$ cat src/rtl/fifo_stream_pkg.sv
// rtl/fifo_stream_pkg.sv - shared types and helpers for the FIFO stream adapter
//
// Purpose:
//   Shared definitions for fifo_stream_adapter and its output buffer.
//   - DEF_DATA_WIDTH : default word width, matching the upstream sync_fifo
//   - occ_t          : output buffer occupancy (0..2)
//   - beat_w()       : width of the in-burst beat counter for a given burst length
//
// Optional feature macro used elsewhere in this slice: FIFO_STREAM_CSUM_EN

package fifo_stream_pkg;

  localparam int DEF_DATA_WIDTH = 32;

  typedef logic [1:0] occ_t;

  // A burst length of 1 still needs a 1-bit counter so the port/logic
  // widths never collapse to zero.
  function automatic int beat_w(input int burst_len);
    return (burst_len > 1) ? $clog2(burst_len) : 1;
  endfunction

endpackage

$ cat src/rtl/fifo_stream_skid.sv
// rtl/fifo_stream_skid.sv - 2-entry in-order output buffer for the stream adapter
//
// Purpose:
//   Holds up to two words between the FIFO read port and the output stream.
//   Entry 0 is always the head; entry 1 is only meaningful when occ == 2.
//
// Ports:
//   clk        in   clock
//   reset      in   synchronous active-high reset, empties the buffer
//   push       in   write push_data at the end of this cycle
//   push_data  in   word to store
//   pop        in   remove the head at the end of this cycle
//   head_data  out  head word (entry 0)
//   head_valid out  buffer is non-empty
//   occ        out  number of stored words (0..2)

module fifo_stream_skid
  import fifo_stream_pkg::*;
#(
  parameter int DATA_WIDTH = DEF_DATA_WIDTH
) (
  input  logic                  clk,
  input  logic                  reset,
  input  logic                  push,
  input  logic [DATA_WIDTH-1:0] push_data,
  input  logic                  pop,
  output logic [DATA_WIDTH-1:0] head_data,
  output logic                  head_valid,
  output logic [1:0]            occ
);

  logic [DATA_WIDTH-1:0] ent0;
  logic [DATA_WIDTH-1:0] ent1;
  occ_t                  occ_q;

  logic pop_ok;
  logic push_ok;

  // Guard against a pop on an empty buffer or a push into a full one that
  // is not freed by a simultaneous pop. The read-issue logic upstream never
  // produces either, so these only keep the storage self-consistent.
  assign pop_ok  = pop & (occ_q != 2'd0);
  assign push_ok = push & ((occ_q != 2'd2) | pop_ok);

  always_ff @(posedge clk) begin
    if (reset) begin
      ent0  <= '0;
      ent1  <= '0;
      occ_q <= 2'd0;
    end else begin
      case ({push_ok, pop_ok})
        2'b10: begin
          if (occ_q == 2'd0) begin
            ent0 <= push_data;
          end else begin
            ent1 <= push_data;
          end
          occ_q <= occ_q + 2'd1;
        end
        2'b01: begin
          ent0  <= ent1;
          occ_q <= occ_q - 2'd1;
        end
        2'b11: begin
          // Occupancy is unchanged; the new word lands behind whatever
          // remains after the head leaves.
          if (occ_q == 2'd2) begin
            ent0 <= ent1;
            ent1 <= push_data;
          end else begin
            ent0 <= push_data;
          end
        end
        default: begin
        end
      endcase
    end
  end

  assign head_data  = ent0;
  assign head_valid = (occ_q != 2'd0);
  assign occ        = occ_q;

endmodule

$ cat src/rtl/fifo_stream_adapter.sv
// rtl/fifo_stream_adapter.sv - drains a sync_fifo into a valid/ready stream with burst framing
//
// Purpose:
//   Owns the FIFO read port, hides its one-cycle read latency behind a
//   2-entry output buffer, and tags every BURST_LEN-th delivered word with
//   m_last. With FIFO_STREAM_CSUM_EN defined, an XOR checksum of each burst
//   is presented on m_csum with a one-cycle m_csum_valid strobe.
//
// Ports:
//   clk           in   single clock
//   reset         in   synchronous active-high reset (shared with the FIFO)
//   fifo_dout     in   FIFO read data, valid the cycle after fifo_read_en
//   fifo_empty    in   FIFO empty flag
//   fifo_read_en  out  FIFO pop request
//   m_data        out  output word
//   m_valid       out  output word valid
//   m_last        out  final word of a burst, qualified by m_valid
//   m_ready       in   downstream accept
//   m_csum        out  burst XOR checksum       (FIFO_STREAM_CSUM_EN only)
//   m_csum_valid  out  one-cycle checksum strobe (FIFO_STREAM_CSUM_EN only)

module fifo_stream_adapter
  import fifo_stream_pkg::*;
#(
  parameter int DATA_WIDTH = DEF_DATA_WIDTH,
  parameter int BURST_LEN  = 8
) (
  input  logic                  clk,
  input  logic                  reset,
  input  logic [DATA_WIDTH-1:0] fifo_dout,
  input  logic                  fifo_empty,
  output logic                  fifo_read_en,
  output logic [DATA_WIDTH-1:0] m_data,
  output logic                  m_valid,
  output logic                  m_last,
  input  logic                  m_ready
`ifdef FIFO_STREAM_CSUM_EN
  ,
  output logic [DATA_WIDTH-1:0] m_csum,
  output logic                  m_csum_valid
`endif
);

  localparam int             BW       = beat_w(BURST_LEN);
  localparam logic [BW-1:0]  BEAT_MAX = BW'(BURST_LEN - 1);

  logic          pend;
  logic [BW-1:0] beat;
  logic [1:0]    occ;
  logic          pop;
  logic [2:0]    committed;

  assign pop = m_valid & m_ready;

  // Words already owned by the adapter: buffered plus the one in flight.
  // A new read may only go out if its word is guaranteed a slot when it
  // returns next cycle, counting the slot freed by this cycle's pop.
  assign committed    = {1'b0, occ} + {2'b00, pend};
  assign fifo_read_en = !reset && !fifo_empty && (committed < (3'd2 + {2'b00, pop}));

  // pend tracks the FIFO's read latency: the word requested this cycle is
  // on fifo_dout next cycle, regardless of what fifo_empty says then.
  always_ff @(posedge clk) begin
    if (reset) begin
      pend <= 1'b0;
    end else begin
      pend <= fifo_read_en;
    end
  end

  fifo_stream_skid #(
    .DATA_WIDTH (DATA_WIDTH)
  ) u_skid (
    .clk        (clk),
    .reset      (reset),
    .push       (pend),
    .push_data  (fifo_dout),
    .pop        (pop),
    .head_data  (m_data),
    .head_valid (m_valid),
    .occ        (occ)
  );

  // Burst position advances only on delivered words, so backpressure never
  // shifts the framing.
  always_ff @(posedge clk) begin
    if (reset) begin
      beat <= '0;
    end else if (pop) begin
      if (beat == BEAT_MAX) begin
        beat <= '0;
      end else begin
        beat <= beat + BW'(1);
      end
    end
  end

  assign m_last = m_valid & (beat == BEAT_MAX);

`ifdef FIFO_STREAM_CSUM_EN
  logic [DATA_WIDTH-1:0] csum_acc;

  // The accumulator holds the XOR of the words popped so far in the current
  // burst; the closing word is folded in directly when loading m_csum.
  always_ff @(posedge clk) begin
    if (reset) begin
      csum_acc     <= '0;
      m_csum       <= '0;
      m_csum_valid <= 1'b0;
    end else begin
      m_csum_valid <= 1'b0;
      if (pop) begin
        if (m_last) begin
          m_csum       <= csum_acc ^ m_data;
          m_csum_valid <= 1'b1;
          csum_acc     <= '0;
        end else begin
          csum_acc <= csum_acc ^ m_data;
        end
      end
    end
  end
`endif

endmodule

$ cat config.mk
export PLATFORM = sky130hd
export DESIGN_NAME = fifo_stream_adapter
export DESIGN_NICKNAME = d
export VERILOG_FILES = /design/src/rtl/fifo_stream_pkg.sv /design/src/rtl/fifo_stream_skid.sv /design/src/rtl/fifo_stream_adapter.sv
export SDC_FILE = /design/constraint.sdc
export NUM_CORES = 1
export LEC_CHECK = 0
export ABC_CLOCK_PERIOD_IN_PS = 2650
export CORE_ASPECT_RATIO = 0.9
export CORE_UTILIZATION = 53
export DETAILED_ROUTE_END_ITERATION = 6
export PLACE_DENSITY = 0.81
export SYNTH_ARGS = -nofsm -noshare
export SYNTH_HDL_FRONTEND = slang
export SYNTH_HIERARCHICAL = 1
export SYNTH_SLANG_ARGS = --single-unit
$ cat constraint.sdc
create_clock -name clk -period 2.65 [get_ports clk]
set_input_delay 0.53 -clock clk [delete_from_list [all_inputs] [get_ports clk]]
set_output_delay 0.53 -clock clk [all_outputs]
set_load 0.02 [all_outputs]
## Yosys cells after proc, flatten, opt, wreduce, memory -nomap -nowiden

Cells that the tools add are included.

| word-level totals | value |
|---|---|
| register bits | 70 |
| output and inout port bits | 35 |
| word-level logic and storage cells | 44 |

| cells by class | value |
|---|---|
| add/subtract/negate cells | 5 |
| $lt $le $gt $ge | 1 |
| eq/ne operators | 9 |
| mux-type cells | 8 |
| bitwise operators | 5 |
| reduce and logical (&&, ||, !) cells | 11 |

Operators by type and width:

| cell | count |
|---|---|
| $mux W32 | 4 |
| $pmux W32 S3 | 1 |
| $pmux W32 S2 | 1 |
| $eq A2 B2 Y1 const B | 3 |
| $reduce_bool A2 Y1 | 3 |
| $and A1 B1 Y1 | 4 |
| $ne A2 B1 Y1 const B | 2 |
| $ne A2 B2 Y1 const B | 2 |
| $pmux W2 S2 | 1 |
| $add A2 B1 Y3 | 1 |
| $add A2 B1 Y3 const A | 1 |
| $add A3 B1 Y3 const B | 1 |
| $eq A3 B3 Y1 const B | 1 |
| $lt A3 B3 Y1 | 1 |
| $mux W3 | 1 |
| $reduce_and A3 Y1 | 1 |
| $reduce_bool A3 Y1 | 1 |
| $add A2 B1 Y2 const B | 1 |
| $eq A2 B1 Y1 const B | 1 |
| $logic_and A1 B1 Y1 | 2 |
| $logic_not A1 Y1 | 2 |
| $logic_not A2 Y1 | 1 |
| $reduce_and A2 Y1 | 1 |
| $sub A2 B1 Y2 const B | 1 |
| $or A1 B1 Y1 | 1 |

## Longest topological paths before layout

| depth | value |
|---|---|
| depth after elaboration | 8 |
| depth in mapped cells | 10 |

## Cells and area by module

Netlist, hierarchy kept.

Modules (own cells, without submodules):

| module | times used | cells each | area each (um2) | seq. area each (um2) |
|---|---|---|---|---|
| fifo_stream_skid | 1 | 375 | 3597.2 | 1321.3 |
| fifo_stream_adapter | 1 | 23 | 294.0 | 80.1 |

## Least setup slack after synthesis

No wires, ideal clock.

| timing | value |
|---|---|
| kind | register to register |
| start point | register u_skid.occ_q[0] (netlist: u_skid/occ[0]) |
| end point | register u_skid.ent0[18] (netlist: u_skid/head_data[18]) |
| library setup time | 103 ps |
| data arrival time | 2384 ps |
| slack | 162 ps |
| stages on the path, launching flop included | 11 |
| cell sequence | dfxtp_1 buf_4 or2_2 buf_2 and2_2 buf_2 nand2_1 clkbuf_1 clkbuf_1 o22ai_1 a2111oi_2 |

| on the way | value |
|---|---|
| cells in the longest elaborated chain, start to end | 8 |

RTL lines:

| element | RTL line | source |
|---|---|---|
| start: declaration | fifo_stream_skid.sv:34 | `occ_t occ_q;` |
| start signal: assignment | fifo_stream_skid.sv:58 | `occ_q <= occ_q + 2'd1;` |
| start signal: assignment | fifo_stream_skid.sv:62 | `occ_q <= occ_q - 2'd1;` |
| $reduce_bool A2 Y1 * | fifo_stream_skid.sv:81 | `assign head_valid = (occ_q != 2'd0);` |
| net m_valid | fifo_stream_adapter.sv:34 | `output logic m_valid,` |
| $and A1 B1 Y1 * | fifo_stream_adapter.sv:53 | `assign pop = m_valid & m_ready;` |
| net pop | fifo_stream_adapter.sv:50 | `logic pop;` |
| $and A1 B1 Y1 * | fifo_stream_skid.sv:42 | `assign pop_ok = pop & (occ_q != 2'd0);` |
| $or A1 B1 Y1 | fifo_stream_skid.sv:43 | `assign push_ok = push & ((occ_q != 2'd2) \| pop_ok);` |
| $and A1 B1 Y1 | fifo_stream_skid.sv:43 |  |
| $eq A2 B2 Y1 / $eq A2 B1 Y1 (equally long branches) | fifo_stream_skid.sv:51 | `case ({push_ok, pop_ok})` |
| $ne A2 B1 Y1 (no source line) / $reduce_bool A3 Y1 (equally long branches) | -- |  |
| $reduce_and A2 Y1 (no source line) | -- |  |
| end signal: assignment | fifo_stream_skid.sv:54 | `ent0 <= push_data;` |
| end signal: assignment | fifo_stream_skid.sv:61 | `ent0 <= ent1;` |
| end signal: assignment | fifo_stream_skid.sv:68 | `ent0 <= ent1;` |
| end: declaration | fifo_stream_skid.sv:32 | `logic [DATA_WIDTH-1:0] ent0;` |

The timed path passes the listed nets; every way through them passes the cells marked *.
A chain may end at the register's enable or synchronous reset.

## Final worst setup path

| timing | value |
|---|---|
| start point | register u_skid.occ_q[1] (netlist: u_skid/occ[1]) |
| end point | output port m_last |

| on the way | value |
|---|---|
| cells in the longest elaborated chain, start to end | 2 |

RTL lines:

| element | RTL line | source |
|---|---|---|
| $reduce_bool A2 Y1 | fifo_stream_skid.sv:81 |  |
| $and A1 B1 Y1 | fifo_stream_adapter.sv:98 | `assign m_last = m_valid & (beat == BEAT_MAX);` |
| end: declaration | fifo_stream_adapter.sv:35 | `output logic m_last,` |

Every way passes these cells.

==> flow_metrics.tcl <==
set metrics [dict create \
    status "finished clean" \
    ys_types 36 \
    crit_arrival_ps 1950 \
    root_buffer "clkbuf_8" \
    synthToLayoutAreaGrowth_pct 26.04 \
    hold_viol_final 0 \
    cts_tree "yes" \
    pwr-share-clk_pct 36.9 \
    synth-edff-count 0 \
    synth_seq_cells 70 \
    worstPathRequired_ps 2120 \
    cts_made_buffers 9 \
    coreArea_um2 7076 \
    grt_usage_pct 23.00 \
    synthTopCellsByArea "dfxtp_1 36%, a2111oi_2 12%, nand2b_1 11%, mux2i_1 9.0%, mux2_2 8.4%" \
    ys_seq_area_share_pct 36.01 \
    min_period_ps 2481 \
    power_density_nw_per_um2 543.6 \
    rsz0062_at_grt "no" \
    wirelength_mm 8.504 \
    slew_viol_final 0 \
    vias 3067 \
    p_sw_uw 699.8 \
    postRouteAntennaNets 0 \
    crit_buf_inv 2 \
    dp.final_hpwl_mm 5.383 \
    setup.worst_path.end_class "output pin" \
    hp-class "register to register" \
    setup_viol 0 \
    power_frac_seq_pct 43.0 \
    cts.sinks 70 \
    worst_skew_pair.late_latency_ps 340 \
    crit_path_start_kind "register" \
    synth.net_count 438 \
    netlist_area_um2 3891 \
    ios 71 \
    ctsLongestPathBuffers 2 \
    grt_pass1_wl_mm 14.21 \
    async_flop_share_pct 0 \
    port_buffers 70 \
    detail_route.wl_per_cell_um 15.27 \
    grt_pass1_vias 3036 \
    crit_chain "or2_2, buf_4, and2_1, clkdlybuf4s50_1" \
    dpl_worst_slack_ps -78.03 \
    synth_top_area_share_pct 36.01 \
    cap_violations 0 \
    die-width_um 92.32 \
    cp_slowest_cell "clkdlybuf4s50_1" \
    p_int_uw 1966 \
    synth.avg_cell_area_um2 9.777 \
    rows 29 \
    clkTransAtPathRegs_ps 70 \
    dr.pass1.iters 4 \
    ir_worst_vdd_uv 334.1 \
    drtIter0Drc 131 \
    cts_hold_buf 0 \
    crit_family "buffers and inverters" \
    fp.dieH_um 83.29 \
    fin_crit_sh_pct 93.61 \
    grt_max_degree 103 \
    via_per_inst 5.506 \
    fmax_ghz 0.4031 \
    holdWs_ps 468.7 \
    setup_slack_ps 169.3 \
    finalSetupTns_ps 0 \
    power_uw 2666 \
    initial_core_util_pct 55.00 \
    antenna_found_initial 0 \
    timing.slew.headroom_pct 32.96 \
    die-area_um2 7689 \
    tightest_slew_ps 1006 \
    synthTopCellsByCount "70 x dfxtp_1, 66 x nand2b_1, 35 x mux2i_1" \
    p_leak_uw 0.001746 \
    syn_inst 398 \
    clock_skew_ps 11.22 \
    gp_congestion 0.7370 \
    drcViolationCount 0 \
    critPathKind "register to output pin" \
    nets 499 \
    share_comb_of_total_power_pct 20.1 \
    grt-ovfl-total 0 \
    drive_gt1_share_pct 21.55 \
    dp_cells 541 \
    antenna_cells 0 \
    instances_no_fill 557 \
    yosysMostFrequentCell "dfxtp_1" \
    synth.largest_area_cell "dfxtp_1" \
    htree_num_levels 3 \
    path_max_fanout 10 \
    slowest_delay_ps 530 \
    synth_ff_type "dfxtp_1" \
    yosysWarnings 6 \
    sw_frac_of_total_pct 26.25 \
]
## final timing paths
check	startpoint	depth (start not counted)	to	slack, ps
setup / recovery	u_skid/occ[1]	4	m_last	170
hold / removal	u_skid/head_data[9]	2	u_skid/head_data[9]	470
hold reg to reg	u_skid/head_data[9]	2	u_skid/head_data[9]	470
setup reg to reg	u_skid/occ[1]	6	u_skid/head_data[28]	390
## state kept, by name, indices dropped and copies added (netlist names)
register and cells:
beat 3, pend 1, u_skid/ent1 32, u_skid/head_data 32, u_skid/occ 2
## metal layers
layer	part of all wire [%]	track usage [%]	vias up
li1	-	-	1526
met1	44	27.97	1470
met2	50	40.34	69
met3	5.2	6.502	2
met4	0.39	4.403	0
met5	0	0	-
## placed cells by master, fill, tap and decap left out, drive strengths merged, types with 3 or more instances in the layout
| master | instances |
|---|---|
| a2111oi | 33 |
| a21bo | 3 |
| a21oi | 8 |
| and2 | 4 |
| buf | 15 |
| clkbuf | 11 |
| clkdlybuf4s50 | 68 |
| dfxtp | 70 |
| ha | 4 |
| inv | 32 |
| mux2 | 29 |
| mux2i | 35 |
| nand2b | 66 |
| nor2 | 30 |
| nor3 | 4 |
| o22ai | 30 |
## layout make-up
type | instances | area [µm²]
multi-input combinational | 262 | 2206
fill | 588 | 2171
sequential | 70 | 1403
timing repair buffer | 84 | 827.0
clock buffer | 11 | 151.4
inverter | 32 | 120.1
tap | 93 | 116.4
clock inverter | 5 | 81.33
## cells by family after synthesis
group / count (synthesis) / share of synthesized area (%)
AOI/OAI and AO/OA: 77 / 20.29
xor gates and xnor gates: 1 / 0.2251
adders and majority gates: 4 / 1.286
buffers and inverters: 66 / 7.588
DFF: 70 / 36.01
muxes: 64 / 17.40
and+or+nand+nor: 116 / 17.20
## worst min-delay path, stage by stage, from the launching register on
cell       delay, ps
dfxtp_1          310
inv_1             60
a2111oi_2         50
## per-stage QoR
stage,instance area [µm²],util (%)
after global routing,4905,69.32
after CTS,4905,69.32
after floorplan,3891,-
after detailed placement,4673,66.05
final,4905,69.32
after global placement,4673,66.05
## power by group through the flow
stage               clock, µW  combinational, µW  sequential (µW)
floorplan                   0                281             1220
global placement            0                527             1170
detailed placement          0                539             1170
CTS                      1000                540             1150
global route             1050                575             1150
finish                    984                536             1150
## repair_timing
item | 4_1_cts | 5_1_grt
endpoints found under the hold margin | 0 | 0
gates resized for setup | 1 | 0
buffers inserted | 0 | 0
setup endpoints to repair | 1 | 0
Power figures use the tool's default switching activity.
